## src/rtl/display_pkg.sv

```systemverilog
// display_pkg: segment codes, game/result/scheduler enums and display helper functions
// Shared by result_display_scheduler and tick_prescaler; no ports.
package display_pkg;
  localparam logic [5:0] OFF = 6'h3F;
  localparam logic [5:0] C_A = 6'd10, C_D = 6'd13, C_E = 6'd14, C_I = 6'd18, C_L = 6'd21, C_N = 6'd23;
  localparam logic [5:0] C_O = 6'd24, C_P = 6'd25, C_R = 6'd27, C_S = 6'd28, C_T = 6'd29, C_W = 6'd32, C_Y = 6'd34;
  localparam logic [23:0] MSG_STRT = {C_S, C_T, C_R, C_T};
  localparam logic [23:0] MSG_DEAL = {C_D, C_E, C_A, C_L};
  localparam logic [23:0] MSG_WIN = {OFF, C_W, C_I, C_N};
  localparam logic [23:0] MSG_LOSE = {C_L, C_O, C_S, C_E};
  localparam logic [23:0] MSG_TIE = {OFF, C_T, C_I, C_E};
  localparam logic [23:0] MSG_PLAY = {C_P, C_L, C_A, C_Y};
  typedef enum logic [2:0] {
    S_RESET, S_DEAL_PLAYER, S_DEAL_DEALER, S_PLAYER_TURN,
    S_DRAW_TO_17, S_RESULT_WIN, S_RESULT_LOSE, S_RESULT_TIE
  } gameState_t;
  typedef enum logic [1:0] {WIN, LOSE, TIE} resultKind_t;
  typedef enum logic [1:0] {TRACK, RESULT_HOLD, RESULT_DONE} schedState_t;
  // {tens, units}; tens blanked below 10
  function automatic logic [11:0] splitHand(input logic [4:0] v);
    logic [5:0] w;
    w = {1'b0, v};
    return {w < 6'd10 ? OFF : w / 6'd10, w % 6'd10};
  endfunction
  function automatic logic isResult(input gameState_t g);
    return g == S_RESULT_WIN || g == S_RESULT_LOSE || g == S_RESULT_TIE;
  endfunction
  function automatic resultKind_t toKind(input gameState_t g);
    return g == S_RESULT_WIN ? WIN : g == S_RESULT_LOSE ? LOSE : TIE;
  endfunction
  function automatic logic [23:0] kindMsg(input resultKind_t k);
    return k == WIN ? MSG_WIN : k == LOSE ? MSG_LOSE : MSG_TIE;
  endfunction
  function automatic logic [23:0] stateMsg(input gameState_t g);
    return g == S_RESET ? MSG_STRT :
           (g == S_DEAL_DEALER || g == S_DRAW_TO_17) ? MSG_DEAL :
           isResult(g) ? kindMsg(toKind(g)) : MSG_PLAY;
  endfunction
endpackage

```

## src/rtl/tick_prescaler.sv

```systemverilog
// tick_prescaler: free-running PRESCALE-cycle counter with one-cycle terminal-count tick
// Ports: clk, reset (async, active-high), clear (sync restart from 0), tick (high at terminal count).
import display_pkg::*;
module tick_prescaler #(
  parameter int PRESCALE = 25_000_000
) (
  input  logic clk,
  input  logic reset,
  input  logic clear,
  output logic tick
);
  localparam int W = $clog2(PRESCALE);
  logic [W-1:0] count;
  assign tick = count == W'(PRESCALE - 1);
  always_ff @(posedge clk or posedge reset)
    if (reset) count <= '0;
    else count <= (clear || tick) ? '0 : count + 1'b1;
endmodule

```

## src/rtl/result_display_scheduler.sv

```systemverilog
// result_display_scheduler: drives eight segment codes, tracking play live and freezing the result for a timed hold
// Ports: clk, reset (async, active-high), gameState, playerHand/dealerHand (0..31),
//   code7/6 player tens/units, code5/4 dealer tens/units, code3..0 message, busy, result_done.
// Define RESULT_BLINK_EN to blink the message digits during the hold.
import display_pkg::*;
module result_display_scheduler #(
  parameter int PRESCALE = 25_000_000,
  parameter int HOLD_TICKS = 6,
  parameter int BLINK_TICKS = 1
) (
  input  logic       clk,
  input  logic       reset,
  input  gameState_t gameState,
  input  logic [4:0] playerHand,
  input  logic [4:0] dealerHand,
  output logic [5:0] code7,
  output logic [5:0] code6,
  output logic [5:0] code5,
  output logic [5:0] code4,
  output logic [5:0] code3,
  output logic [5:0] code2,
  output logic [5:0] code1,
  output logic [5:0] code0,
  output logic       busy,
  output logic       result_done
);
  localparam int TW = HOLD_TICKS > 1 ? $clog2(HOLD_TICKS) : 1;
  schedState_t state, stNext;
  resultKind_t kind, kindNext;
  logic [4:0] pLat, dLat, pShow, dShow;
  logic [TW-1:0] tcnt, tcntNext;
  logic [23:0] msgNext;
  logic tick, enter, abort, holdEnd, showBlank;
  tick_prescaler #(.PRESCALE(PRESCALE)) prescaler (
    .clk(clk),
    .reset(reset),
    .clear(enter),
    .tick(tick)
  );
  always_comb begin
    enter = state == TRACK && isResult(gameState);
    abort = state != TRACK && gameState == S_RESET;
    holdEnd = state == RESULT_HOLD && tick && tcnt == TW'(HOLD_TICKS - 1);
    stNext = abort ? TRACK :
             state == TRACK ? (enter ? RESULT_HOLD : TRACK) :
             state == RESULT_HOLD ? (holdEnd ? RESULT_DONE : RESULT_HOLD) :
             isResult(gameState) ? RESULT_DONE : TRACK;
    // latches simply follow the live inputs while tracking, so entry captures them for free
    pShow = (state == TRACK || stNext == TRACK) ? playerHand : pLat;
    dShow = (state == TRACK || stNext == TRACK) ? dealerHand : dLat;
    kindNext = state == TRACK ? toKind(gameState) : kind;
    tcntNext = enter ? '0 : (state == RESULT_HOLD && tick) ? tcnt + 1'b1 : tcnt;
    msgNext = stNext == TRACK ? stateMsg(gameState) : kindMsg(kindNext);
  end
`ifdef RESULT_BLINK_EN
  localparam int BW = BLINK_TICKS > 1 ? $clog2(BLINK_TICKS) : 1;
  logic [BW-1:0] bcnt, bcntNext;
  logic blank, blankNext, phaseEnd;
  always_comb begin
    phaseEnd = state == RESULT_HOLD && tick && bcnt == BW'(BLINK_TICKS - 1);
    bcntNext = (enter || phaseEnd) ? '0 : (state == RESULT_HOLD && tick) ? bcnt + 1'b1 : bcnt;
    blankNext = enter ? 1'b0 : phaseEnd ? ~blank : blank;
    showBlank = blankNext && stNext == RESULT_HOLD;
  end
  always_ff @(posedge clk or posedge reset)
    if (reset) begin
      bcnt <= '0;
      blank <= 1'b0;
    end else begin
      bcnt <= bcntNext;
      blank <= blankNext;
    end
`else
  assign showBlank = 1'b0;
  // BLINK_TICKS only matters with blinking; here its legal range is the sole reference
  if (BLINK_TICKS < 1) begin : g_blinkTicksInvalid
  end
`endif
  always_ff @(posedge clk or posedge reset)
    if (reset) begin
      state <= TRACK;
      kind <= WIN;
      pLat <= '0;
      dLat <= '0;
      tcnt <= '0;
      busy <= 1'b0;
      result_done <= 1'b0;
      {code7, code6, code5, code4, code3, code2, code1, code0} <= {8{OFF}};
    end else begin
      state <= stNext;
      kind <= kindNext;
      pLat <= pShow;
      dLat <= dShow;
      tcnt <= tcntNext;
      busy <= state == RESULT_HOLD && stNext == RESULT_HOLD;
      result_done <= holdEnd && !abort;
      {code7, code6, code5, code4} <= {splitHand(pShow), splitHand(dShow)};
      {code3, code2, code1, code0} <= showBlank ? {4{OFF}} : msgNext;
    end
endmodule
```

## config.mk

```make
export PLATFORM = sky130hd
export DESIGN_NAME = result_display_scheduler
export DESIGN_NICKNAME = d
export VERILOG_FILES = /design/src/rtl/display_pkg.sv /design/src/rtl/tick_prescaler.sv /design/src/rtl/result_display_scheduler.sv
export SDC_FILE = /design/constraint.sdc
export NUM_CORES = 1
export LEC_CHECK = 0
export CORE_ASPECT_RATIO = 1.5
export CORE_MARGIN = 1
export CORE_UTILIZATION = 53
export DETAILED_ROUTE_END_ITERATION = 8
export PLACE_DENSITY = 0.86
export SLEW_MARGIN = 20
export SYNTH_ARGS = -nofsm -noshare
export SYNTH_HDL_FRONTEND = slang
export SYNTH_HIERARCHICAL = 1
export SYNTH_SLANG_ARGS = --single-unit
```

## constraint.sdc

```tcl
create_clock -name clk -period 2.45 [get_ports clk]
set_input_delay 0.735 -clock clk [delete_from_list [all_inputs] [get_ports clk]]
set_output_delay 0.735 -clock clk [all_outputs]
set_load 0.01 [all_outputs]
```

==> results.py <==
metrics = {
    "run_status": {
        "status": "complete, but fails checks",
        "failed_checks": "design-rule violations",
    },
    "logic_synthesis": {
        "synth_warn": 6,
        "post-synth-top-count-cell": "sky130_fd_sc_hd__dfrtp_1",
        "postSynthCellCount": 365,
        "async_set_reset_flop_share_out_of_synthesis_pct": 100.0,
        "synth_area_per_cell_um2": 10.48,
        "synth.area.top_cells": "sky130_fd_sc_hd__dfrtp_1 (29%), sky130_fd_sc_hd__dfstp_2 (26%), sky130_fd_sc_hd__nor2_1 (3.4%)",
        "synth-seq-cells": 82,
        "most_common_library_cells_after_synthesis": "sky130_fd_sc_hd__dfrtp_1 (44), sky130_fd_sc_hd__dfstp_2 (38), sky130_fd_sc_hd__nor2_1 (35)",
        "number_of_enable_type_register_cells_in_the_synthesized_netlist": 0,
        "yosysTopAreaCell": "sky130_fd_sc_hd__dfrtp_1",
        "seq_area_frac_synth_pct": 54.87,
        "synth.cell_area_um2": 3826,
        "distinct_cell_type_count_after_synthesis": 54,
        "yosys.area.top_type_share_pct": 28.78,
        "synth-main-ff-cell": "sky130_fd_sc_hd__dfrtp_1",
    },
    "power_and_ir_drop": {
        "p_leak_nw": 2.040,
        "max-vdd-ir-drop_mv": 0.6315,
        "power_per_standard_cell_area_nw_per_um2": 797.4,
    },
    "cts": {
        "clk_slew_on_worst_s_h_paths_ps": 80,
        "htree_levels": 3,
        "cells_resized_by_post_cts_repair": 0,
        "clkLatencyLatePin_ps": 350,
        "tritoncts": "yes",
        "cts_hold_buf": 0,
        "cts_root_buffer": "sky130_fd_sc_hd__clkbuf_8",
        "tritoncts_num_sinks": 82,
        "clockBufferDepth": 2,
        "cts_inserted_buffers": 9,
        "cts.repair_timing.setup_buffer_count": 0,
    },
    "floorplanning": {
        "fp.dieH_um": 106.1,
        "placement_rows": 37,
        "die_area_um2": 7570,
        "die_width_um": 71.38,
        "initial_utilization_pct": 55.47,
        "placeableCoreArea_um2": 6898,
        "ios": 65,
    },
    "cells_and_area": {
        "nets": 466,
        "signed_area_change_from_the_synthesized_netlist_to_the_final_layout_pct": 26.23,
        "n_fill_cell": 487,
        "layout-drive-gt1-share_pct": 20.97,
        "multi_input_comb_area_um2": 1504,
        "antennaDiodeCount": 0,
        "sequential_cell_area_um2": 2100,
        "stdcell_area_um2": 4830,
        "fin_cells": 531,
        "post_layout_utilization_of_the_core_pct": 70.02,
    },
    "sta": {
        "period_share_pct": 93.05,
        "setup-violations-final": 0,
        "achievable-frequency_ghz": 0.4386,
        "final_worst_path_period_need_ps": 2280,
        "worst_clock_skew_ps": 8.424,
        "rsz_0062_raised_after_global_routing": "false",
        "slew_violations": 0,
        "final_count_of_hold_timing_violations": 0,
    },
    "setup_path": {
        "crit_fanout": 9,
        "crit_path_top_delay_cell": "sky130_fd_sc_hd__or4_1",
        "cp.buffers_inverters": 0,
        "worstSetupStartpointType": "flip-flop",
        "required_time_of_the_critical_path_ps": 2730,
        "slowest_delay_ps": 660,
        "worstSetupEndpointType": "flip-flop",
        "family_with_the_most_delay_on_the_worst_path": "simple AND/OR/NAND/NOR gates",
        "crit_path_frequent_cell": "sky130_fd_sc_hd__or4_1",
        "r2r.worst_path.cells": 5,
        "cp_num_cells": 5,
        "critPathKind": "reg -> reg",
        "cell_by_cell_trace_of_the_critical_path": "ha_1, nand4_1, or4_1, or4_1, a21oi_1",
        "cp.arrival_ps": 2560,
    },
    "placement": {
        "gpl.final_weighted_congestion": 0.8703,
        "dpl.hpwl_um": 5879,
        "placement.cell_area_um2": 4643,
        "dpl.cell_count": 515,
        "placement.io_buffers": 64,
    },
    "global_routing": {
        "grt_pass1_vias": 3083,
        "antenna_found_initial": 0,
        "maximum_number_of_pins_on_one_net_before_global_route_repair": 58,
        "overflow_left_after_global_routing": 0,
        "grt_first_pass_wirelength_um": 13880,
        "gr-usage-all-layers_pct": 24.09,
    },
    "hold_path": {
        "min_delay_path_depth": 1,
        "hold_path.class": "reg -> reg",
    },
    "routing": {
        "post-route-drc-count": 1,
        "via_count": 2931,
        "drt_iter0_drc": 159,
        "routedWlPerCell_um": 15.31,
        "route.detailed.vias_per_inst": 5.520,
        "first_pass_detailed_route_iteration_total": 6,
        "route.final.wire_length_um": 8130,
        "antenna_violating_nets_post_route": 0,
    },
    "job": {
        "max_cap_viol_count": 0,
    },
}
layout make-up:
class	count	area share, %
multi-input cells	240	31.14
flip-flops and latches	82	43.47
inverters	25	1.943
repair buffers	90	17.56
well taps	78	2.021
clock inverters	5	1.140
clock buffers	11	2.720
cells in the final DEF (no fill, tap or decap), drive strengths merged, types with 3 or more instances in the layout:
master / instances
clkdlybuf4s50: 64
dfrtp: 44
dfstp: 38
nor2: 36
buf: 26
nand2: 25
inv: 25
a21oi: 24
nand3: 16
o21ai: 15
xnor2: 12
clkbuf: 11
mux2i: 10
nand2b: 9
or4: 9
o31ai: 8
nand4: 6
or3: 6
xor2: 6
nor2b: 5
nor3: 5
conb: 5
mux2: 4
o211ai: 4
and3: 4
and2: 3
nor4: 3
ha: 3
or2: 3
clkinv: 3
kinds of logic after synthesis:
family / count (synthesis) / synth area share (%)
other cells: 1 / 0.09801
mux: 14 / 4.545
xor+xnor: 18 / 4.120
compound gates: 67 / 11.51
simple gates: 133 / 17.66
buf+inv: 47 / 6.213
flops: 82 / 54.87
fa+ha+maj: 3 / 0.9811
power breakdown:
group,total [mW],internal [mW],switching (mW),leakage (nW)
logic,1.09,0.582,0.510,0.979
registers,1.82,1.66,0.160,0.971
clock network,0.937,0.468,0.468,0.0909
flip-flops by register name (all words and copies together), names as in the netlist:
| signal | cells |
|---|---|
| code4 | 6 |
| tcnt | 3 |
| code7 | 3 |
| pLat | 5 |
| busy | 1 |
| code1 | 6 |
| code2 | 6 |
| state | 2 |
| code3 | 3 |
| kind | 2 |
| result_done | 1 |
| code0 | 5 |
| prescaler/count | 25 |
| code6 | 6 |
| dLat | 5 |
| code5 | 3 |
metrics by stage:
step	setup TNS, ps	setup slack (ps)	total power [mW]	hold WS [ps]
2_1_floorplan	0	377.3	2.408	453.5
3_3_place_gp	-455.2	-83.40	2.896	470.3
3_5_place_dp	-1127	-152.8	2.928	479.7
4_1_cts	0	137.1	3.889	494.1
5_1_grt	0	48.32	4.056	512.0
6_report	0	170.2	3.851	487.4
layer usage:
layer	GRT usage, %	vias to the layer above	part of all wire (%)	wire [µm]
met5	0	-	0	0
met4	12.57	0	2.9	232
met1	24.94	1443	37	3017
met3	6.256	20	4.5	369
li1	-	1399	-	-
met2	43.67	69	55	4510
path summary, 6_finish.rpt:
kind / from / slack [ps] / endpoint
hold / removal: prescaler/count[0] / 490 / prescaler/count[0]
setup reg to reg: prescaler/count[0] / 170 / prescaler/count[24]
setup / recovery: prescaler/count[0] / 170 / prescaler/count[24]
max in group asynchronous: reset / 1370 / code2[1]
min in group asynchronous: reset / 770 / pLat[0]
hold reg to reg: prescaler/count[0] / 490 / prescaler/count[0]
No activity file was read; power rests on OpenSTA's default activity.
